===== src/rtl/serial_add_ctrl_pkg.sv =====
// -----------------------------------------------------------------------------
// serial_add_pkg
// Shared definitions for the bit-serial adder/subtractor controller:
//   state_e       - controller state encoding (IDLE, RUN, DONE)
//   DEFAULT_WIDTH - default operand/result width in bits
// -----------------------------------------------------------------------------
package serial_add_pkg;

  localparam int DEFAULT_WIDTH = 8;

  typedef enum logic [1:0] {
    IDLE = 2'd0,
    RUN  = 2'd1,
    DONE = 2'd2
  } state_e;

endpackage : serial_add_pkg


===== src/rtl/serial_add_ctrl_if.sv =====
// -----------------------------------------------------------------------------
// serial_add_if
// Start/busy/done request bus of the bit-serial adder/subtractor.
//   master : drives start, Sub, A, B, Cin; observes busy, done, S, Cout, V
//   slave  : the controller side (mirror of master)
// -----------------------------------------------------------------------------
interface serial_add_if
  import serial_add_pkg::*;
#(
  parameter int WIDTH = DEFAULT_WIDTH
);

  logic             start;
  logic             Sub;
  logic [WIDTH-1:0] A;
  logic [WIDTH-1:0] B;
  logic             Cin;
  logic             busy;
  logic             done;
  logic [WIDTH-1:0] S;
  logic             Cout;
  logic             V;

  modport master (
    output start, Sub, A, B, Cin,
    input  busy, done, S, Cout, V
  );

  modport slave (
    input  start, Sub, A, B, Cin,
    output busy, done, S, Cout, V
  );

endinterface : serial_add_if


===== src/rtl/serial_add_ctrl_sc.sv =====
// -----------------------------------------------------------------------------
// SC
// One-bit full-adder cell used as the single datapath slice.
//   A, B  : operand bits
//   Cin   : carry in
//   S     : sum bit
//   Cout  : carry out
// -----------------------------------------------------------------------------
module SC (
  input  logic A,
  input  logic B,
  input  logic Cin,
  output logic Cout,
  output logic S
);

  logic prop_s;

  assign prop_s = A ^ B;
  assign S      = prop_s ^ Cin;
  assign Cout   = (A & B) | (Cin & prop_s);

endmodule : SC


===== src/rtl/serial_add_ctrl.sv =====
// -----------------------------------------------------------------------------
// serial_add_ctrl
// Bit-serial adder/subtractor: one full-adder cell is reused over WIDTH
// cycles, LSB first, with the carry held in a flip-flop between slices.
//   clk  : rising-edge clock
//   rst  : synchronous active-high reset
//   bus  : serial_add_if.slave (start/Sub/A/B/Cin in, busy/done/S/Cout/V out)
// A request is accepted in IDLE or DONE; done pulses WIDTH+1 cycles after
// the accepting edge's cycle and S/Cout/V then hold until the next accept.
// -----------------------------------------------------------------------------
module serial_add_ctrl
  import serial_add_pkg::*;
#(
  parameter int WIDTH = DEFAULT_WIDTH
) (
  input  logic        clk,
  input  logic        rst,
  serial_add_if.slave bus
);

  localparam int CNT_W = $clog2(WIDTH + 1);

  state_e             state_r;
  logic [WIDTH-1:0]   rega_r;
  logic [WIDTH-1:0]   regb_r;
  logic [WIDTH-1:0]   res_r;
  logic               carry_r;
  logic [CNT_W-1:0]   cnt_r;
  logic               cmsb_r;     // carry into the MSB slice, for V
  logic               busy_r;
  logic               done_r;
  logic [WIDTH-1:0]   s_r;
  logic               cout_r;
  logic               v_r;

  logic               cell_sum_s;
  logic               cell_cout_s;
  logic [WIDTH-1:0]   res_next_s;

  SC u_sc (
    .A    (rega_r[0]),
    .B    (regb_r[0]),
    .Cin  (carry_r),
    .Cout (cell_cout_s),
    .S    (cell_sum_s)
  );

  // Result register shifts right, new sum bit enters at the MSB.
  assign res_next_s = WIDTH'({cell_sum_s, res_r} >> 1);

  // Sequencer: operand capture, per-slice shifting and result publication.
  always_ff @(posedge clk) begin
    if (rst) begin
      state_r <= IDLE;
      rega_r  <= '0;
      regb_r  <= '0;
      res_r   <= '0;
      carry_r <= 1'b0;
      cnt_r   <= '0;
      cmsb_r  <= 1'b0;
      busy_r  <= 1'b0;
      done_r  <= 1'b0;
      s_r     <= '0;
      cout_r  <= 1'b0;
      v_r     <= 1'b0;
    end else begin
      case (state_r)
        IDLE, DONE: begin
          done_r <= 1'b0;
          if (bus.start) begin
            // Subtract as A + ~B + 1; Cin is ignored in that mode.
            rega_r  <= bus.A;
            regb_r  <= bus.Sub ? ~bus.B : bus.B;
            carry_r <= bus.Sub ? 1'b1 : bus.Cin;
            cnt_r   <= '0;
            busy_r  <= 1'b1;
            state_r <= RUN;
          end else begin
            busy_r  <= 1'b0;
            state_r <= IDLE;
          end
        end
        RUN: begin
          res_r   <= res_next_s;
          rega_r  <= rega_r >> 1;
          regb_r  <= regb_r >> 1;
          carry_r <= cell_cout_s;
          cnt_r   <= cnt_r + CNT_W'(1);
          if (cnt_r == CNT_W'(WIDTH - 2)) begin
            cmsb_r <= cell_cout_s;
          end else begin
            cmsb_r <= cmsb_r;
          end
          if (cnt_r == CNT_W'(WIDTH - 1)) begin
            // Last slice: publish the full result in one step.
            s_r     <= res_next_s;
            cout_r  <= cell_cout_s;
            v_r     <= cmsb_r ^ cell_cout_s;
            busy_r  <= 1'b0;
            done_r  <= 1'b1;
            state_r <= DONE;
          end else begin
            busy_r  <= 1'b1;
            done_r  <= 1'b0;
            state_r <= RUN;
          end
        end
        default: begin
          busy_r  <= 1'b0;
          done_r  <= 1'b0;
          state_r <= IDLE;
        end
      endcase
    end
  end

  assign bus.busy = busy_r;
  assign bus.done = done_r;
  assign bus.S    = s_r;
  assign bus.Cout = cout_r;
  assign bus.V    = v_r;

endmodule : serial_add_ctrl


===== src/flat_wrapper.sv =====
// flat-port wrapper written by rule: the top's interface ports become plain ports
module serial_add_ctrl_flat import serial_add_pkg::*;
#(
  parameter int WIDTH = DEFAULT_WIDTH
)
  (clk, rst, bus_start, bus_Sub, bus_A, bus_B, bus_Cin, bus_busy, bus_done, bus_S, bus_Cout, bus_V);
  serial_add_if #(.WIDTH(WIDTH)) bus_i ();
  input  logic clk;
  input  logic rst;
  input wire logic [$bits(bus_i.start)-1:0] bus_start;
  input wire logic [$bits(bus_i.Sub)-1:0] bus_Sub;
  input wire logic [$bits(bus_i.A)-1:0] bus_A;
  input wire logic [$bits(bus_i.B)-1:0] bus_B;
  input wire logic [$bits(bus_i.Cin)-1:0] bus_Cin;
  output wire logic [$bits(bus_i.busy)-1:0] bus_busy;
  output wire logic [$bits(bus_i.done)-1:0] bus_done;
  output wire logic [$bits(bus_i.S)-1:0] bus_S;
  output wire logic [$bits(bus_i.Cout)-1:0] bus_Cout;
  output wire logic [$bits(bus_i.V)-1:0] bus_V;
  assign bus_i.start = bus_start;
  assign bus_i.Sub = bus_Sub;
  assign bus_i.A = bus_A;
  assign bus_i.B = bus_B;
  assign bus_i.Cin = bus_Cin;
  assign bus_busy = bus_i.busy;
  assign bus_done = bus_i.done;
  assign bus_S = bus_i.S;
  assign bus_Cout = bus_i.Cout;
  assign bus_V = bus_i.V;
  serial_add_ctrl #(.WIDTH(WIDTH)) u_core (.clk(clk), .rst(rst), .bus(bus_i));
endmodule

===== config.mk =====
export PLATFORM = sky130hd
export DESIGN_NAME = serial_add_ctrl_flat
export DESIGN_NICKNAME = d
export VERILOG_FILES = /design/src/rtl/serial_add_ctrl_pkg.sv /design/src/rtl/serial_add_ctrl_if.sv /design/src/rtl/serial_add_ctrl_sc.sv /design/src/rtl/serial_add_ctrl.sv /design/src/flat_wrapper.sv
export SDC_FILE = /design/constraint.sdc
export NUM_CORES = 1
export LEC_CHECK = 0
export BUFFER_PORTS_ARGS = -buffer_cell sky130_fd_sc_hd__buf_2
export CAP_MARGIN = 10
export CORE_UTILIZATION = 30
export CTS_BUF_LIST = sky130_fd_sc_hd__clkbuf_4
export DETAILED_ROUTE_END_ITERATION = 10
export HOLD_SLACK_MARGIN = 0.06
export PLACE_DENSITY = 0.47
export SLEW_MARGIN = 10
export SYNTH_ARGS = -nofsm -noshare
export SYNTH_HDL_FRONTEND = slang
export SYNTH_SLANG_ARGS = --single-unit

===== constraint.sdc =====
create_clock -name clk -period 1.4 [get_ports clk]
set_input_delay 0.14 -clock clk [delete_from_list [all_inputs] [get_ports clk]]
set_output_delay 0.14 -clock clk [all_outputs]
set_load 0.03 [all_outputs]

# [Word level (Yosys, flattened, before mapping)]
# Index checks and enable logic that the tools add are counted.
[totals] out_inout_bits=12 mem_bits_ro=0 in_bits=21 latchBits=0 word_cells=50 n_memories=0 ff_bits=44 ramBits=0
[classes] n_eq_ne=5 n_mul=0 n_div=0 order_cmp=0 add_sub_neg=1 n_reduce_logical=7 mux=17 n_bitwise=8 shift=0
[op_table] op="$pmux 8 s2" count=2
[op_table] op="$mux 8" count=3
[op_table] op="$eq 4x3->1 const B" count=2
[op_table] op="$not 8->8" count=1
[op_table] op="$pmux 4 s2" count=1
[op_table] op="$mux 1" count=6
[op_table] op="$reduce_and 2->1" count=3
[op_table] op="$add 4x1->4 const B" count=1
[op_table] op="$mux 4" count=1
[op_table] op="$pmux 1 s2" count=2
[op_table] op="$pmux 2 s2" count=1
[op_table] op="$reduce_or 2->1" count=2
[op_table] op="$xor 1x1->1" count=3
[op_table] op="$and 1x1->1" count=2
[op_table] op="$eq 2x1->1 const B" count=1
[op_table] op="$eq 2x2->1 const B" count=1
[op_table] op="$logic_not 2->1" count=1
[op_table] op="$mux 2" count=1
[op_table] op="$ne 2x2->1 const B" count=1
[op_table] op="$reduce_bool 2->1" count=1
[op_table] op="$not 1->1" count=1
[op_table] op="$or 1x1->1" count=1

# [Logic depth before layout (Yosys ltp)]
# Gate-level depths: netlist of run 1.
[logic_depth] depth_word=4 depth_mapped=5 mapped_depth_nobuf=4

# [Modules after synthesis]
# Synthesis of run 1 repeated with hierarchy kept, for this count alone.
[hier_totals] hier_cells=205 area_unflattened_um2=1776.7
[modules_own_cells] module="serial_add_ctrl" seq_area_each_um2=840.8 cells_per_inst=204 area_each_um2=1756.7 n_inst=1
[modules_own_cells] module="SC" seq_area_each_um2=0.0 cells_per_inst=1 area_each_um2=20.0 n_inst=1

# [Worst setup path after synthesis of run 1]
# OpenSTA, ideal clock, no wires.
[synth_path] path_kind="reg2reg" from="reg u_core.state_r[0]" to="reg u_core.cnt_r[3]" required_time_ns=1.279 n_path_buf=1 period_less_slack_ns=1.359 path_stages_with_launch=5 setup_ns=0.121 arrival_time_ns=1.237 path_slack_ns=0.041 cell_sequence="dfxtp_1 and2b_1 buf_6 nand4_1 mux2_4"
[synth_via] elab_chain_len=4 elab_cells_between_ends=8 classes_between="eq/ne (3); mux (1); reduce/logical (4)"
[synth_rtl] element="from (decl)" line="serial_add_ctrl.sv:23" rtl="state_e state_r;"
[synth_rtl] element="from (signal assigned)" line="serial_add_ctrl.sv:54" rtl="state_r <= IDLE;"
[synth_rtl] element="from (signal assigned)" line="serial_add_ctrl.sv:77" rtl="state_r <= RUN;"
[synth_rtl] element="from (signal assigned)" line="serial_add_ctrl.sv:80" rtl="state_r <= IDLE;"
[synth_rtl] element="$eq 2x2->1 / $logic_not 2->1 (equally long branches)" line="serial_add_ctrl.sv:67" rtl="case (state_r)"
[synth_rtl] element="$reduce_or 2->1" line="serial_add_ctrl.sv:67"
[synth_rtl] element="$ne 2x2->1 (no line) / $reduce_bool 2->1 (equally long branches)"
[synth_rtl] element="$reduce_and 2->1 (no line)"
[synth_rtl] element="to (signal assigned)" line="serial_add_ctrl.sv:88" rtl="cnt_r <= cnt_r + CNT_W'(1);"
[synth_rtl] element="to (decl)" line="serial_add_ctrl.sv:28" rtl="logic [CNT_W-1:0] cnt_r;"
# Several ways; a longest one is shown, not always the timed one.
# A chain may end at the register's enable or synchronous reset.

# [Worst setup path in the final report of run 1]
[layout_path] from="reg u_core.cnt_r[0]" to="reg u_core.s_r[5] (netlist: u_core.bus.S[5])"
[layout_via] elab_chain_len=2
[layout_rtl] element="$eq 4x3->1" line="serial_add_ctrl.sv:94" rtl="if (cnt_r == CNT_W'(WIDTH - 1)) begin"
[layout_rtl] element="$reduce_and 2->1 (no line)"
[layout_rtl] element="to (signal assigned)" line="serial_add_ctrl.sv:96" rtl="s_r <= res_next_s;"
[layout_rtl] element="to (decl)" line="serial_add_ctrl.sv:32" rtl="logic [WIDTH-1:0] s_r;"
# No other way between the ends.

==> results of run 1 <==
==> area by class of cell <==
type	count	area (sq um)
Timing Repair Buffer	44	290
Clock inverter	1	3.75
Sequential cell	42	841
Inverter	2	7.51
Tap cell	75	93.8
Multi-Input combinational cell	141	876
Clock buffer	5	37.5
Fill cell	622	3770
==> stage by stage <==
step	setup slack (ns)	power (uW)	cells
CTS	0.0679	2130	310
finish	0.0780	2090	310
detailed placement	0.0917	1580	303
global route	0.00760	2220	310
global placement	0.0969	1580	303
floorplan	0.0414	1490	204
==> synthesized netlist by cell type, types with 2 or more instances <==
library cell and n:
a21oi_1 36, a22oi_1 14, a31o_1 8, and2b_1 2, and3_1 3, buf_2 12
buf_4 2, buf_6 3, clkbuf_1 2, dfxtp_1 42, ha_1 2, inv_1 2
mux2i_1 2, nand2_1 21, nand2b_1 12, nand3_1 20, xor2_1 8
==> worst max-delay path, cell delays in order, from the launching register on <==
cell     delay, ns
dfxtp_1       0.33
ha_1          0.20
and3b_2       0.27
and2_4        0.22
a31o_1        0.22
==> kinds of logic after synthesis <==
logic type / share of synthesized area, %
xor gates and xnor gates: 4.28
DFF: 45.7
AOI/OAI and AO/OA: 21.0
muxes: 1.90
buffers and inverters: 6.73
adders and majority gates: 2.45
and+or+nand+nor: 17.9
==> layer usage <==
metal	track usage, %	part of all wire [%]	wire [microns]	up-vias
met4	4.82	0.96	38	0
met2	20.3	44	1750	27
met5	0	0	0	-
li1	-	-	-	776
met3	3.41	3.6	141	4
met1	18.4	51	2020	695
==> state kept, by name, summed over array words and instances (netlist names), 2 cells and up <==
name / count
u_core.bus.S: 8
u_core.cnt_r: 4
u_core.rega_r: 8
u_core.regb_r: 8
u_core.res_r: 7
u_core.state_r: 2
==> power breakdown <==
group,switching (uW),internal (uW)
combinational,161,122
sequential,27.2,1240
clock,362,172
==> final timing paths <==
| path | from | end | slack [ns] |
|---|---|---|---|
| worst max-delay path | u_core.cnt_r[0] | u_core.bus.S[5] | 0.08 |
| worst min-delay path | bus_A[6] | u_core.rega_r[6] | 0.08 |
| worst max register to register | u_core.cnt_r[0] | u_core.bus.S[5] | 0.08 |
| worst min register to register | u_core.rega_r[1] | u_core.rega_r[1] | 0.47 |
==> flow_metrics.tcl, run 1 <==
set metrics [dict create \
    outcome "finished, final reports clean" \
    gp_congestion 0.685 \
    cts_resized 0 \
    root_buffer "clkbuf_4" \
    ios 33 \
    yosys.area.top_type_share_pct 45.7 \
    clock_sinks 42 \
    drive_gt1_share_pct 22.1 \
    start_util_pct 31.1 \
    die_w_microns 80.3 \
    grt_usage_pct 13.4 \
    maxSlewViolCount 0 \
    cts.clk_slew.worst_paths_ns 0.11 \
    htree_num_levels 2 \
    place_hpwl_microns 2680 \
    antenna_found_initial 0 \
    holdBufCountCts 1 \
    hold_class "input pin to flop" \
    async_reset_ff_share_pct 0 \
    ys.flop_type "dfxtp_1" \
    finalSetupViolCount 0 \
    worstPathMaxFanout 10 \
    yosys_warnings 0 \
    netlist_instances 204 \
    num_vias 1502 \
    synth_cell_type_count 30 \
    rsz0062_at_grt "no" \
    dr.pass1.iters 4 \
    cts_tree "yes" \
    die_area_sq_um 6450 \
    placeableCoreArea_sq_um 5920 \
    cts_made_buffers 5 \
    syn_area_sq_um 1840 \
    area_growth_pct 16.8 \
    timing.slew.headroom_pct 80.4 \
    ant_nets 0 \
    syn_area_per_cell_sq_um 9.02 \
    crit_path_start_kind "flop" \
    skew_ns 0.00554 \
    cts_setup_buffers 0 \
    ys_ff_latch 42 \
    drtIter0Drc 68 \
    layout_common_cells "dfxtp_1, a21oi_1, buf_2" \
    tightest_slew_ns 0.293 \
    timing.final.crit_share_pct 94.4 \
    drc 0 \
    finalCriticalPeriod_ns 1.32 \
    nNetsFinal 260 \
    clock_path_buffers 2 \
    cp.arrival_ns 1.56 \
    synth_area_leaders "dfxtp_1, a21oi_1, a22oi_1" \
    wl_microns 3940 \
    worstSetupPathType "flop to flop" \
    num_antenna_cells 0 \
    p_leak_uw 0.000871 \
    drv_cap 0 \
    wl_per_cell_microns 12.7 \
    worstSkewPairLatency_ns 0.34 \
    yosysSeqAreaShare_pct 45.7 \
    r2r_cells 4 \
    yosysTopAreaCell "dfxtp_1" \
    place_area_sq_um 2100 \
    grt_pass1_wl_microns 6660 \
    final_common_cell "dfxtp_1" \
    synth_nets 228 \
    setup_tns_ns 0 \
    irDropWorstVdd_mv 0.581 \
    crit_path_end_kind "flop" \
    synth_edf_count 0 \
    cp.required_ns 1.64 \
    hold_depth 3 \
    fin_hold_ws_ns 0.0788 \
    pwr_density_cell_nw_per_um2 970 \
    grt_pass1_vias 1387 \
    grt_max_degree 28 \
    avgViaCountPerCell 4.85 \
    fmax_mhz 756 \
    final_core_util_pct 36.3 \
    finalHoldViolCount 0 \
    final_cell_area_sq_um 2150 \
    die_h_microns 80.3 \
    num_rows 28 \
    grt-ovfl-total 0 \
    port_buffers 32 \
]
Note: power is estimated with default switching activity, not from simulation.
==> run 2, diff against run 1 <==
- CELL_PAD_IN_SITES_DETAIL_PLACEMENT: not set -> 1
- CELL_PAD_IN_SITES_GLOBAL_PLACEMENT: not set -> 2
- PLACE_DENSITY: 0.47 -> 0.72
==> run 2 against run 1 <==
Net effect:
- sequential cell count did not move
- clock power up 44%
- wire length up 12%
- power up 12%
- sequential power is essentially flat
- final cell count is 1.9% higher
- count of clock-buffer cells in the layout stayed put
- combinational power is 4% higher
- sequential share of layout area fell by 0.89 points
- register-to-register slack is essentially flat
- global-route usage up 1.8 points
==> flow_metrics.tcl, run 2 (same netlist as run 1, synthesis figures left out) <==
set metrics [dict create \
    outcome "finished, final reports clean" \
    reg2reg_slack_ns 0.06 \
    root_buffer "clkbuf_4" \
    setup_slack_ns 0.0631 \
    hold_class "input pin to flop" \
    finalSetupViolCount 0 \
    cp_slowest_stage_delay_ns 0.37 \
    hold_depth 3 \
    wl_per_cell_microns 14.0 \
    cp.arrival_ns 1.60 \
    critPathLaunch "u_core.cnt_r[0]" \
    cts_tree "yes" \
    num_antenna_cells 0 \
    rsz0062_at_grt "no" \
    cts_resized 0 \
    cts.clk_slew.worst_paths_ns 0.13 \
    r2r_end "u_core.bus.S[7]" \
    dr.pass1.iters 4 \
    finalCriticalPeriod_ns 1.34 \
    die_w_microns 80.3 \
    fin_hold_ws_ns 0.0699 \
    crit_path_start_kind "flop" \
    clock_path_buffers 2 \
    drtIter0Drc 85 \
    drc 0 \
    place_hpwl_microns 2940 \
    gp_congestion 0.688 \
    layout_common_cells "dfxtp_1, a21oi_1, buf_2" \
    cts_made_buffers 5 \
    p_leak_uw 0.000900 \
    port_buffers 32 \
    r2r_cells 4 \
    drive_gt1_share_pct 22.8 \
    maxSlewViolCount 0 \
    timing.final.crit_share_pct 95.5 \
    num_rows 28 \
    cts_setup_buffers 0 \
    ios 33 \
    wl_microns 4430 \
    final_common_cell "dfxtp_1" \
    timing.slew.headroom_pct 85.8 \
    setup_tns_ns 0 \
    dp_cells 305 \
    area_growth_pct 19.5 \
    pwr_density_cell_nw_per_um2 1060 \
    hold-path-endpoint "u_core.rega_r[1]" \
    ant_nets 0 \
    cp_cell_sequence "ha_1, and3b_2, and2_4, a31o_1" \
    avgViaCountPerCell 4.96 \
    nNetsFinal 265 \
    start_util_pct 31.1 \
    grt-ovfl-total 0 \
    slowest_stage "dfxtp_1" \
    pre_cts_ws_ns 0.101 \
    tightest_slew_ns 0.214 \
    clock_sinks 42 \
    die_area_sq_um 6450 \
    grt_max_degree 28 \
    grt_pass1_vias 1534 \
    antenna_found_initial 0 \
    htree_num_levels 2 \
    fmax_mhz 748 \
    grt_usage_pct 15.2 \
    crit_path_end_kind "flop" \
    irDropWorstVdd_mv 0.457 \
    worstPathMaxFanout 10 \
    worstSkewPairLatency_ns 0.36 \
    grt_pass1_wl_microns 7560 \
    r2r_start "u_core.cnt_r[0]" \
    cp.required_ns 1.66 \
    die_h_microns 80.3 \
    skew_ns 0.0123 \
    num_vias 1566 \
    hp-start "bus_A[1]" \
    worstSetupPathType "flop to flop" \
    finalHoldViolCount 0 \
    drv_cap 0 \
    fin_cells 316 \
    placeableCoreArea_sq_um 5920 \
    totalPowerFinal_uw 2330 \
    fill_cells 695 \
]
run 2: critical path, delay by kind of cell, from the launching register on:
family,cells,cell delay [ns]
flip-flops,1,0.37
AO/OA/AOI/OAI,1,0.22
AND/OR/NAND/NOR,2,0.43
adder cells (fa/ha/maj),1,0.21
run 2: area by class of cell:
class	instances	area [sq um]	share of cell area, %
well taps	75	93.8	4.27
repair buffers	49	310	14.1
clock buffers	5	37.5	1.71
flip-flops and latches	42	841	38.2
multi-input cells	141	876	39.8
clock inverters	2	33.8	1.54
inverters	2	7.51	0.341
run 2: layer usage:
layer | up-vias | track usage (%) | wire [microns]
met5 | - | 0 | 0
met4 | 0 | 5.89 | 71
met3 | 8 | 3.41 | 160
met2 | 29 | 23.6 | 1960
met1 | 743 | 20.5 | 2240
li1 | 786 | - | -
run 2: how the worst max path moves through the flow:
stage	end	cells after the start
finish	u_core.bus.S[7]	4
global route	u_core.bus.S[7]	4
CTS	u_core.bus.S[7]	4
detailed placement	u_core.bus.S[7]	4
global placement	u_core.bus.S[0]	4
floorplan	u_core.cnt_r[3]	4
run 2: report_power, final:
part	total, uW	switching, uW	leakage (uW)	internal [uW]
clock	767	405	0.0000387	361
sequential	1270	29.6	0.000342	1240
combinational	294	167	0.000520	127
run 2: repair_timing:
item                                    in CTS  in global routing
endpoints found under the setup margin       0                  0
endpoints found under the hold margin        4                  0
hold buffers                                 4                  0
run 2: through the flow:
| step | area [sq um] | utilization, % |
|---|---|---|
| detailed placement | 2090 | 35.3 |
| global route | 2200 | 37.2 |
| global placement | 2090 | 35.3 |
| finish | 2200 | 37.2 |
| floorplan | 1840 | - |
| CTS | 2200 | 37.2 |
==> run 3, diff against run 2 <==
- CELL_PAD_IN_SITES_DETAIL_PLACEMENT: 1 -> not set
- CELL_PAD_IN_SITES_GLOBAL_PLACEMENT: 2 -> not set
- PLACE_DENSITY: 0.72 -> 0.47
- SYNTH_HIERARCHICAL: not set -> 1
==> run 3 against run 2 <==
Net effect:
- fmax up 1.3%
- clock power is 22% lower
- clock skew shrank 0.0074 ns
- synthesized cell count grew 0.49%
- hold slack is essentially flat
- global-route usage fell by 1.1 points
- sequential power about the same
- largest power group unchanged
==> flow_metrics.tcl, run 3 <==
set metrics [dict create \
    yosys_warnings 6 \
    die_area_sq_um 6230 \
    yosysTopAreaCell "dfxtp_1" \
    fmax_mhz 758 \
    worstSetupPathType "flop to flop" \
    port_buffers 32 \
    final_common_cell "dfxtp_1" \
    die_h_microns 79.0 \
    wl_per_cell_microns 13.1 \
    layout_common_cells "dfxtp_1, a21oi_1, buf_2" \
    timing.final.crit_share_pct 94.2 \
    pwr_density_cell_nw_per_um2 1000 \
    cts.clk_slew.worst_paths_ns 0.12 \
    timing.slew.headroom_pct 83.4 \
    synth_most_common_cell "dfxtp_1" \
    antenna_found_initial 0 \
    area_growth_pct 22.0 \
    grt_pass1_vias 1499 \
    drv_cap 0 \
    cp_cell_sequence "fa_1, xnor2_1, a311oi_1" \
    crit_path_end_kind "flop" \
    cp_top_family "adder cells" \
    r2r_start "u_core/rega_r[0]" \
    hold-path-endpoint "u_core/rega_r[1]" \
    tightest_slew_ns 0.249 \
    ant_nets 0 \
    placeableCoreArea_sq_um 5610 \
    drtIter0Drc 73 \
    drive_gt1_share_pct 22.0 \
    reg2reg_slack_ns 0.08 \
    maxSlewViolCount 0 \
    setup_tns_ns 0 \
    cp.arrival_ns 1.59 \
    yosysSeqAreaShare_pct 47.3 \
    fin_hold_ws_ns 0.0701 \
    num_vias 1554 \
    nNetsFinal 268 \
    rsz0062_at_grt "no" \
    place_hpwl_microns 2700 \
    yosys-top-cells-count "dfxtp_1, a21oi_1, nand3_1, nand2_1, a22oi_1" \
    drc 0 \
    synth_nets 229 \
    pre_cts_ws_ns 0.107 \
    cp_slowest_stage_delay_ns 0.49 \
    syn_area_per_cell_sq_um 8.67 \
    final_cell_area_sq_um 2170 \
    synth_cell_type_count 31 \
    r2r_end "u_core/bus.V" \
    cp.required_ns 1.67 \
    ios 33 \
    root_buffer "clkbuf_4" \
    synth_area_leaders "dfxtp_1, a21oi_1, nand3_1" \
    yosys.area.top_type_share_pct 47.3 \
    finalHoldViolCount 0 \
    irDropWorstVdd_mv 0.349 \
    ys_ff_latch 42 \
    ys.flop_type "dfxtp_1" \
    synth_edf_count 0 \
    slowest_stage "fa_1" \
    hold_class "input pin to flop" \
    final_core_util_pct 38.6 \
    grt_usage_pct 14.2 \
    p_leak_uw 0.000839 \
    dr.pass1.iters 4 \
    crit_path_start_kind "flop" \
    clock_sinks 42 \
    grt_pass1_wl_microns 6890 \
    wl_microns 4160 \
    grt-ovfl-total 0 \
    r2r_cells 3 \
    die_w_microns 79.0 \
    fill_cells 618 \
    finalCriticalPeriod_ns 1.32 \
    outcome "finished, final reports clean" \
    skew_ns 0.00492 \
    start_util_pct 31.7 \
    num_antenna_cells 0 \
    gp_congestion 0.746 \
    cts_made_buffers 5 \
    place_area_sq_um 2050 \
    worstSkewPairLatency_ns 0.35 \
    netlist_instances 205 \
    num_rows 27 \
    setup_slack_ns 0.0806 \
    async_reset_ff_share_pct 0 \
    htree_num_levels 2 \
    finalSetupViolCount 0 \
    worstPathMaxFanout 4 \
    avgViaCountPerCell 4.90 \
    clock_path_buffers 2 \
    critPathBufInv 0 \
    hold_depth 3 \
    hp-start "bus_A[1]" \
    grt_max_degree 38 \
    cts_tree "yes" \
    syn_area_sq_um 1780 \
]
-- run 3: cell count changes in the layout (fill, tap and decap cells not counted), sizes merged, moves of 2 or more --
cell | before | now
o21ai | 1 | 10
a31o | 8 | 0
and3 | 3 | 0
nand2b | 12 | 5
dlygate4sd3 | 4 | 6
nor3 | 0 | 2
nand3 | 20 | 28
nand2 | 21 | 18
-- run 3: stage by stage --
stage | cells | total power [uW]
2_1_floorplan | 205 | 1490
3_3_place_gp | 303 | 1600
3_5_place_dp | 303 | 1590
4_1_cts | 317 | 2210
5_1_grt | 317 | 2300
6_report | 317 | 2180
-- run 3: what timing repair did --
item                       CTS  global route
buffers inserted             0             0
hold buffers                 6             0
hold endpoints to repair     5             0
setup endpoints to repair    0             3
gates resized for setup      0             1
-- run 3: kinds of logic (layout without fill, tap and decap cells) --
| family | after synthesis | count (layout) | synth area share [%] |
|---|---|---|---|
| compound gates | 64 | 64 | 20.4 |
| mux | 2 | 2 | 1.20 |
| xor+xnor | 9 | 9 | 4.44 |
| fa+ha+maj | 3 | 3 | 2.54 |
| buf+inv | 22 | 62 | 6.34 |
| flops | 42 | 42 | 47.3 |
| simple gates | 63 | 63 | 17.7 |
-- run 3: power by group --
group          total, uW  internal, uW  leakage, uW  switching, uW
clock network        601           209    0.0000331            393
logic                308           132     0.000464            176
registers           1270          1240     0.000342           26.7
-- run 3: area by class of cell --
| type | count | area, sq um | area share (%) |
|---|---|---|---|
| Inverter | 2 | 7.51 | 0.346 |
| Clock buffer | 6 | 45.0 | 2.08 |
| Multi-Input combinational cell | 141 | 825 | 38.0 |
| Tap cell | 72 | 90.1 | 4.16 |
| Timing Repair Buffer | 52 | 350 | 16.2 |
| Sequential cell | 42 | 841 | 38.8 |
| Clock inverter | 2 | 8.76 | 0.404 |
-- run 3: per-layer routing --
| metal | track usage [%] | share of wire (%) |
|---|---|---|
| met1 | 18.0 | 50 |
| met2 | 22.4 | 45 |
| met3 | 3.45 | 3.3 |
| met4 | 7.09 | 1.5 |
| met5 | 0 | 0 |
-- run 3: worst reg2reg max path, stage by stage, from the launching register on --
cell and delay, ns:
dfxtp_1 0.35, fa_1 0.49, xnor2_1 0.16, a311oi_1 0.24
-- run 3: worst max-delay path by stage --
stage	start	to	slack (ns)	depth (start not counted)
floorplan	u_core/state_r[0]	u_core/cnt_r[3]	0.04	4
global placement	u_core/rega_r[0]	u_core/bus.V	0.12	3
detailed placement	u_core/rega_r[0]	u_core/bus.V	0.11	3
CTS	u_core/cnt_r[0]	u_core/bus.S[5]	0.06	5
global route	u_core/cnt_r[0]	u_core/bus.S[1]	0.003	5
finish	u_core/rega_r[0]	u_core/bus.V	0.08	3
